$ cat config.mk
export PLATFORM = sky130hd
export DESIGN_NAME = counter9999_core
export DESIGN_NICKNAME = d
export VERILOG_FILES = /design/src/rtl/counter9999_core.sv
export SDC_FILE = /design/constraint.sdc
export NUM_CORES = 1
export LEC_CHECK = 0
export ABC_AREA = 1
export BUFFER_PORTS_ARGS = -buffer_cell sky130_fd_sc_hd__buf_4
export CAP_MARGIN = 20
export CELL_PAD_IN_SITES_DETAIL_PLACEMENT = 0
export CELL_PAD_IN_SITES_GLOBAL_PLACEMENT = 1
export CORE_MARGIN = 4
export CORE_UTILIZATION = 39
export CTS_CLUSTER_DIAMETER = 200
export DETAILED_ROUTE_END_ITERATION = 6
export PLACE_DENSITY = 0.85
export SLEW_MARGIN = 10
export SYNTH_ARGS = -nofsm -noshare
export SYNTH_HDL_FRONTEND = slang
export SYNTH_SLANG_ARGS = --single-unit
$ cat constraint.sdc
create_clock -name clk -period 1.65 [get_ports clk]
set_clock_uncertainty 0.15 [all_clocks]
set_input_delay 0 -clock clk [delete_from_list [all_inputs] [get_ports clk]]
set_output_delay 0 -clock clk [all_outputs]
set_load 0.005 [all_outputs]
$ cat src/rtl/counter9999_core.sv
// counter9999_core: run/stop counter 0..MAX_VAL with a prescaler and tick/wrap strobes.
// Define COUNTER_DOWN_EN to build the i_dir down-count path (otherwise up-only).
module counter9999_core #(
    parameter int SYS_CLK_HZ = 100_000_000,
    parameter int TICK_HZ    = 10,
    parameter int MAX_VAL    = 9999
) (
    input  logic        clk,
    input  logic        rst_n,
    input  logic        i_run_toggle,
    input  logic        i_clear,
    input  logic        i_dir,
    output logic [13:0] o_count,
    output logic        o_running,
    output logic        o_tick,
    output logic        o_wrap
);
    localparam int DIV = SYS_CLK_HZ / TICK_HZ;
    localparam int PW = (DIV > 1) ? $clog2(DIV) : 1;
    localparam logic [13:0] MAX = 14'(MAX_VAL);
    localparam logic [PW-1:0] LAST = PW'(DIV - 1);

    if (DIV < 2) begin : g_bad_div
        $fatal(1, "counter9999_core: SYS_CLK_HZ/TICK_HZ must be >= 2");
    end
    if (MAX_VAL > 16383 || MAX_VAL < 1) begin : g_bad_max
        $fatal(1, "counter9999_core: MAX_VAL must be in 1..16383");
    end

    typedef enum logic {STOP, RUN} state_t;

    state_t        state;
    logic [PW-1:0] psc;
    logic          step;
    logic          down;
    logic          at_end;
    logic [13:0]   count_nx;

`ifdef COUNTER_DOWN_EN
    assign down = i_dir;
`else
    logic unused_dir;
    assign unused_dir = i_dir;
    assign down = 1'b0;
`endif

    always_comb begin
        step     = (state == RUN) && (psc == LAST);
        at_end   = down ? (o_count == 14'd0) : (o_count == MAX);
        count_nx = at_end ? (down ? MAX : 14'd0) : (down ? o_count - 14'd1 : o_count + 14'd1);
    end

    // Clear beats the step, and the step uses the pre-toggle state.
    always_ff @(posedge clk or negedge rst_n) begin
        if (!rst_n) begin
            state     <= STOP;
            psc       <= '0;
            o_count   <= '0;
            o_running <= 1'b0;
            o_tick    <= 1'b0;
            o_wrap    <= 1'b0;
        end else if (i_clear) begin
            state     <= STOP;
            psc       <= '0;
            o_count   <= '0;
            o_running <= 1'b0;
            o_tick    <= 1'b0;
            o_wrap    <= 1'b0;
        end else begin
            state     <= i_run_toggle ? ((state == RUN) ? STOP : RUN) : state;
            o_running <= i_run_toggle ^ (state == RUN);
            psc       <= (state == RUN) ? ((psc == LAST) ? '0 : psc + 1'b1) : psc;
            o_tick    <= step;
            o_wrap    <= step && at_end;
            if (step)
                o_count <= count_nx;
        end
    end
endmodule

; Yosys cells after proc, flatten, opt, wreduce, memory -nomap -nowiden
; Cells that the tools add are included.
[op_classes]
n_addsub = 2
n_eq_ne = 2
muxes = 12
bitwise = 1
n_reduce_logical = 5
[ops]
columns = operator, count
row1 = 24-bit 2-to-1 mux, 3
row2 = 14-bit 2-to-1 mux, 3
row3 = "24-bit by 1-bit adder with 24-bit output, second input constant", 1
row4 = "24-bit == test, second input constant", 1
row5 = "14-bit by 1-bit adder with 14-bit output, second input constant", 1
row6 = "14-bit == test, second input constant", 1
row7 = 1-bit 2-to-1 mux, 6
row8 = 2-bit nonzero test, 3
row9 = 1-bit logical AND, 2
row10 = 1-bit bitwise XOR, 1
[totals]
reg_bits = 42
in_bits = 5

; Depth between registers and ports, before layout
; Gate-level depths: netlist of the first run.
[depth]
ltp_word = 4
mapped_depth = 10
depth_no_buf = 10

; Least setup slack after synthesis of the first run
; No wires, ideal clock.
[synth_timing]
kind = register -> register
from = register psc[0]
to = register o_count[4]
setup_time_ns = 0.118
t_arrival_ns = 1.310
required_ns = 1.382
slack_ns = 0.072
path_stages_with_launch = 10
n_path_buf = 1
period_less_slack_ns = 1.578
path_cell_list = dfrtp_1 > ha_1 > nand3_1 > nor3_2 > nand3_1 > nand2_2 > nand2_4 > buf_6 > nand2_2 > o21ai_2
[synth_between]
elab_chain_cells = 3
[synth_rtl]
columns = element, line_no
row1 = "start, declared", 33  ; logic [PW-1:0] psc;
row2 = "start signal, assigned", 72  ; psc <= (state == RUN) ? ((psc == LAST) ? '0 : psc + 1'b1) : psc;
row3 = 24-bit == test, 48  ; step = (state == RUN) && (psc == LAST);
row4 = 1-bit logical AND, 48
row5 = 2-bit nonzero test (no line), --
row6 = "end signal, assigned", 76  ; o_count <= count_nx;
row7 = "end, declared", 13  ; output logic [13:0] o_count,
; Every way passes these cells.
; A chain may end at the register's enable or synchronous reset.

; Worst setup path in the final report of the first run
[layout_timing]
from = register psc[0]
to = register psc[12]
[layout_between]
elab_chain_cells = 4
elab_cells_between_ends = 5
classes_between = add/sub (1) / eq/ne (1) / mux (3)
[layout_rtl]
columns = element, line_no
row1 = 24-bit by 1-bit adder with 24-bit output / 24-bit == test (equally long branches), 72
row2 = 24-bit 2-to-1 mux * (2 in a row), 72
row3 = 24-bit 2-to-1 mux *, 62  ; end else if (i_clear) begin
; Mark *: on every way between the ends. The rest lies on a longest branch, timed or not. The select of a mux whose other input is x is not followed.

==> results of run 1 <==
[how the worst max path moves through the flow]
stage                                   endpoint  slack, ns
final                        psc[12]$_DFFE_PN0N_      -0.09
after global routing         psc[12]$_DFFE_PN0N_      -0.16
after CTS                    psc[20]$_DFFE_PN0N_      -0.06
after detailed placement     psc[20]$_DFFE_PN0N_      -0.12
after global placement       psc[20]$_DFFE_PN0N_      -0.07
after floorplan           o_count[4]$_DFFE_PN0P_       0.07
[per-layer routing]
metal / wire length [um] / vias up / track usage, % / part of all wire, %
met2: 4040 / 50 / 32.7 / 51
met1: 3480 / 1343 / 23.7 / 44
met4: 114 / 0 / 4.40 / 1.4
li1: - / 1398 / - / -
met5: 0 / - / 0 / 0
met3: 269 / 11 / 3.64 / 3.4
[kinds of logic after synthesis]
logic type	Yosys count	share of synthesized area (%)
AO/OA/AOI/OAI	30	6.84
XOR/XNOR	9	2.93
adder cells (fa/ha/maj)	2	0.931
buffers and inverters	52	8.33
flip-flops	42	39.1
AND/OR/NAND/NOR	255	41.9
[worst register-to-register path, delay by kind of cell, from the launching register on]
kind | cells | cell delay [ns]
compound gates | 2 | 0.45
fa+ha+maj | 1 | 0.18
simple gates | 3 | 0.45
flops | 1 | 0.40
[through the flow]
step                cell area (um2)  setup slack, ns
floorplan                      2690           0.0716
global placement               3250          -0.0711
detailed placement             3250           -0.124
CTS                            3470          -0.0645
global route                   3650           -0.165
finish                         3650          -0.0902
[cell type report]
class,count,area share [%]
flip-flops and latches,42,28.9
inverters,44,4.53
clock inverters,2,1.03
multi-input cells,298,44.0
repair buffers,75,16.9
clock buffers,6,1.99
well taps,77,2.64
[sequential cells by signal, summed over array words and instances (netlist names)]
signal	flops
psc	24
o_wrap	1
o_tick	1
o_running	1
o_count	14
state	1
[timing repair]
| item | in CTS | in global routing |
|---|---|---|
| setup endpoints to repair | 33 | 35 |
| gates cloned | 0 | 3 |
| setup buffers | 1 | 4 |
| gates resized for setup | 17 | 24 |
| hold buffers | 3 | 0 |
| pin swaps | 7 | 13 |
| endpoints found under the hold margin | 49 | 0 |
[cells in the final DEF, fill, tap and decap left out, types with 2 or more instances in the layout]
cell type       n
nand2_1        98
buf_4          68
nor2_1         63
dfrtp_1        41
inv_1          39
nand3_1        28
nor3_1         15
nand4_1        13
nand2_2        10
o21ai_0         8
nor2_4          7
o21ai_2         7
xor2_1          7
a21oi_1         7
nor2_2          6
inv_2           5
nand3_2         5
clkbuf_8        5
nand2_8         4
o21ai_1         4
dlygate4sd3_1   3
nand3_4         2
xnor2_1         2
buf_12          2
[power by group]
part           internal (mW)  total [mW]  leakage [nW]  switching, mW
logic                  0.151       0.343         0.978          0.192
clock network          0.452       0.844        0.0514          0.392
registers               1.06        1.09         0.578         0.0335
total                   1.66        2.28          1.61          0.618
==> qor.yml, run 1 <==
rsz0062_at_grt: "true"
rows: 29
regArea_um2: 1050
path_class: "reg2reg"
design.die.area_um2: 8290
synthDominantCellAreaShare_pct: 39.1
synthCells: 390
worst_ep_required_time_ns: 1.69
worst-path-buf-inv: 0
fin_util_pct: 55.8
diodes: 0
setup_ws_ns: -0.0902
multiInputGateArea_um2: 1610
status: "finished with violations"
grt_usage_pct: 18.7
max_slew_margin_pct: 62.3
period_minus_slack_ns: 1.74
drt_iter0_drc: 107
violations: "setup timing"
synth.area.top_cells: "dfrtp_1 (39%), nand2_1 (15%), nor2_1 (9.6%), nand3_1 (6.5%), inv_1 (5.6%)"
cts_buffers: 5
clock.fmax_mhz: 575
grt_pass1_wl_mm: 12.6
r2r_end: "psc[12]$_DFFE_PN0N_"
drt-total-wl_mm: 7.90
port_buffers: 20
start_util_pct: 41.2
synth_seq_cells: 42
dpl.hpwl_mm: 5.44
crit_family: "simple AND/OR/NAND/NOR gates"
ff2ff_path_depth: 6
ys_seq_area_share_pct: 39.1
coreArea_um2: 6530
via_per_inst: 5.15
arrival_ns: 1.78
finalSetupViolations: 23
crit_chain: "ha_4 -> nand3_4 -> nor2_4 -> nand4_1 -> o21ai_0 -> a21oi_2"
ant_nets: 0
pwr_density_cell_nw_per_um2: 626
clkSinkCount: 42
slowest_stage: "dfrtp_1"
clockRootBuffer: "clkbuf_8"
fin_crit_sh_pct: 105
synth_ff_type: "dfrtp_1"
area_delta_synth_final_pct: 35.6
synth-edff-count: 0
fp.dieW_um: 91.0
rrSetupSlack_ns: -0.09
leakagePower_nw: 1.61
max_cap_viol_count: 0
fin_tns_setup_ns: -0.431
h-tree-depth: 2
drc: 0
overflow: 0
ys_types: 31
path_depth: 6
finalNonFillerCells: 544
synth_warnings: 0
antenna_found_initial: 0
fill_cells: 613
async_flop_share_pct: 100
power_mw: 2.28
clock_latency_ns: 0.31
max_stage_delay_ns: 0.40
vias: 2802
io_pins: 22
drtPass1Iterations: 5
syn_nets: 397
cts_tree: "built"
cp-start-kind: "register"
globalplace.congestion: 0.857
synth_most_common_cell: "nand2_1"
ys_top_cells_by_count: "nand2_1 (104), nor2_1 (69), dfrtp_1 (42)"
drive_gt1_share_pct: 28.5
r2r-start: "psc[0]$_DFFE_PN0N_"
whs_ns: 0.0682
die_h_um: 91.0
grt_pass1_vias: 2687
clock_tree.buffer_depth: 2
tightest_slew_ns: 0.566
worst-path-max-fanout: 4
netlist_area_um2: 2690
endpoint_kind: "register"
fin_nets: 473
post_drt_wl_per_cell_um: 14.5
place_inst: 525
critPathLaunch: "psc[0]$_DFFE_PN0N_"
synth_top_area_cell: "dfrtp_1"
hold_violations: 0
grt_max_degree: 43
ir_drop_mv: 0.366
clkTransAtPathRegs_ns: 0.08
avgSynthCellArea_um2: 6.89
hp-class: "in2async"
drv_slew: 0
Power figures use the tool's default switching activity.
==> run 2, diff against run 1 <==
--- a/config.mk
+++ b/config.mk
@@ -11,10 +11,11 @@
 export CELL_PAD_IN_SITES_DETAIL_PLACEMENT = 0
 export CELL_PAD_IN_SITES_GLOBAL_PLACEMENT = 1
 export CORE_MARGIN = 4
-export CORE_UTILIZATION = 39
+export CORE_UTILIZATION = 40
+export CTS_BUF_LIST = sky130_fd_sc_hd__clkbuf_8
 export CTS_CLUSTER_DIAMETER = 200
 export DETAILED_ROUTE_END_ITERATION = 6
-export PLACE_DENSITY = 0.85
+export PLACE_DENSITY = 0.87
 export SLEW_MARGIN = 10
 export SYNTH_ARGS = -nofsm -noshare
 export SYNTH_HDL_FRONTEND = slang
==> run 2 against run 1 <==
Against the previous run: the run still ends with setup timing left; routed wire length is 4.5% higher; global-route usage is 1.5 points higher; sequential cell count stayed put; sequential power hardly changed; largest power group unchanged.
==> qor.yml, run 2 (same netlist as run 1, synthesis figures left out) <==
fill_cells: 579  # -5.5%
fin_nets: 478  # +1.1%
design.die.area_um2: 8100  # -2.3%
final_cell_area_um2: 3720  # +2.1%
grt_usage_pct: 20.1  # +1.5 points
overflow: 0  # unchanged
start_util_pct: 41.9  # +0.70 points
violations: "setup timing"
grt_pass1_vias: 2864  # +6.6%
drv_slew: 0  # unchanged
fin_crit_sh_pct: 105  # -0.83 points
hp-class: "in2async"
finalSetupViolations: 34  # +48%
dpl.hpwl_mm: 5.56  # +2.1%
status: "finished with violations"
top_regs: "psc x24, o_count x14"
fin_tns_setup_ns: -1.50  # -1.07 ns
drt_iter0_drc: 164  # +53%
fp.dieW_um: 90.0  # -1.1%
ir_drop_mv: 0.413  # +13%
cp-start-kind: "register"
p_switching_uw: 603  # -2.4%
max_slew_margin_pct: 62.0  # -0.31 points
arrival_ns: 1.76  # -0.02 ns
globalplace.congestion: 0.850  # -0.89%
clkSinkCount: 42  # unchanged
largest_reg_flops: 24  # unchanged
grt_pass1_wl_mm: 13.4  # +6.1%
largest-register: "psc"
pwr_density_cell_nw_per_um2: 577  # -7.8%
p_comb_share_pct: 16.1  # +1.1 points
io_pins: 22  # unchanged
clockRootBuffer: "clkbuf_8"
rows: 29  # unchanged
worst-path-buf-inv: 0  # unchanged
power_mw: 2.15  # -5.9%
worst-path-max-fanout: 13  # +9
slowest_stage: "dfrtp_1"
clock.fmax_mhz: 579  # +0.79%
crit_chain: "ha_4 -> nand3_4 -> nor3_2 -> nand3_2 -> nand2_4 -> nand2_8 -> nand2_1 -> o21ai_2"
placed_area_um2: 3260  # +0.31%
r2r_end: "o_count[10]$_DFFE_PN0P_"
max_cap_viol_count: 0  # unchanged
drtPass1Iterations: 4  # -1
ff2ff_path_depth: 8  # +2
r2r-start: "psc[0]$_DFFE_PN0N_"
setup_ws_ns: -0.0765  # +0.0137 ns
p_clk_share_pct: 32.9  # -4.1 points
seqPwrFrac_pct: 51.1  # +3.1 points
h-tree-depth: 2  # unchanged
hold_violations: 0  # unchanged
drc: 0  # unchanged
leakagePower_nw: 1.66  # +3.0%
area_delta_synth_final_pct: 38.4
diodes: 0  # unchanged
post_drt_wl_per_cell_um: 15.0  # +3.6%
max_stage_delay_ns: 0.41  # about the same
swShare_pct: 28.1  # +1.0 points
drive_gt1_share_pct: 33.1  # +4.6 points
path_class: "reg2reg"
cts_buffers: 5  # unchanged
vias: 2847  # +1.6%
rrSetupSlack_ns: -0.08  # about the same
antenna_found_initial: 0  # unchanged
ant_nets: 0  # unchanged
worst_ep_required_time_ns: 1.68  # about the same
drt-total-wl_mm: 8.26  # +4.5%
clock_latency_ns: 0.30  # about the same
final_common_cell: "nand2_1"
grt_max_degree: 43  # unchanged
crit_family: "simple AND/OR/NAND/NOR gates"
tightest_slew_ns: 0.570  # +0.00461 ns
coreArea_um2: 6420  # -1.7%
most-common-layout-cells: "nand2_1 (96), buf_4 (73), nor2_1 (58)"
period_minus_slack_ns: 1.73  # -0.0137 ns
cts_tree: "built"
clkTransAtPathRegs_ns: 0.08  # about the same
rsz0062_at_grt: "true"
endpoint_kind: "register"
die_h_um: 90.0  # -1.1%
p_int_mw: 1.54  # -7.2%
port_buffers: 20  # unchanged
via_per_inst: 5.19  # +0.68%
clock_tree.buffer_depth: 2  # unchanged
==> run 2: worst max path at each step <==
stage / start / end / slack, ns / cells past startpoint
global placement: psc[0]$_DFFE_PN0N_ / psc[20]$_DFFE_PN0N_ / -0.06 / 8
finish: psc[0]$_DFFE_PN0N_ / o_count[10]$_DFFE_PN0P_ / -0.08 / 8
global route: psc[0]$_DFFE_PN0N_ / psc[12]$_DFFE_PN0N_ / -0.16 / 9
floorplan: psc[0]$_DFFE_PN0N_ / o_count[4]$_DFFE_PN0P_ / 0.07 / 9
detailed placement: psc[1]$_DFFE_PN0N_ / psc[20]$_DFFE_PN0N_ / -0.15 / 8
CTS: psc[1]$_DFFE_PN0N_ / psc[20]$_DFFE_PN0N_ / -0.07 / 8
==> run 2: timing repair <==
item                       4_1_cts  5_1_grt
setup buffers                    5        2
pin swaps                        7       26
resized for setup               15       49
hold endpoints to repair        49        0
setup endpoints to repair       33       38
cloned                           1        2
hold buffers                     3        0
==> run 2: metal layers <==
layer  wire, um  share of wire (%)  track usage (%)  vias to the layer above
met5          0                  0                0                        -
met4        151                1.8             7.40                        0
met3        259                3.1             3.01                       15
met2       4220                 51             35.2                       57
met1       3630                 44             25.2                     1361
li1           -                  -                -                     1414
==> run 2: worst register-to-register path: stages (launching register included) <==
cell and delay [ns]:
dfrtp_1 0.41, ha_4 0.19, nand3_4 0.10, nor3_2 0.16
nand3_2 0.13, nand2_4 0.19, nand2_8 0.12, nand2_1 0.11
o21ai_2 0.05
==> run 2: power by group through the flow <==
stage          Clock [mW]  Combinational, mW  Sequential [mW]
4_1_cts             0.719              0.313             1.09
3_5_place_dp            0              0.282             1.11
6_report            0.705              0.345             1.10
5_1_grt             0.762              0.378             1.10
2_1_floorplan           0              0.139             1.12
3_3_place_gp            0              0.275             1.11
==> run 2: stage by stage <==
step / hold WS (ns) / cells / util (%) / setup WS (ns)
floorplan: -0.446 / 390 / - / 0.0716
global placement: -0.127 / 528 / 50.7 / -0.0555
detailed placement: -0.119 / 528 / 50.7 / -0.148
CTS: 0.0974 / 545 / 54.3 / -0.0658
global route: 0.119 / 549 / 57.9 / -0.163
finish: 0.0818 / 549 / 57.9 / -0.0765
==> run 2: area by class of cell <==
| class | count | area [um2] | share of cell area, % |
|---|---|---|---|
| Multi-Input combinational cell | 298 | 1670 | 44.8 |
| Sequential cell | 42 | 1050 | 28.3 |
| Timing Repair Buffer | 80 | 646 | 17.4 |
| Inverter | 44 | 165 | 4.44 |
| Tap cell | 77 | 96.3 | 2.59 |
| Clock buffer | 6 | 82.6 | 2.22 |
| Clock inverter | 2 | 8.76 | 0.235 |
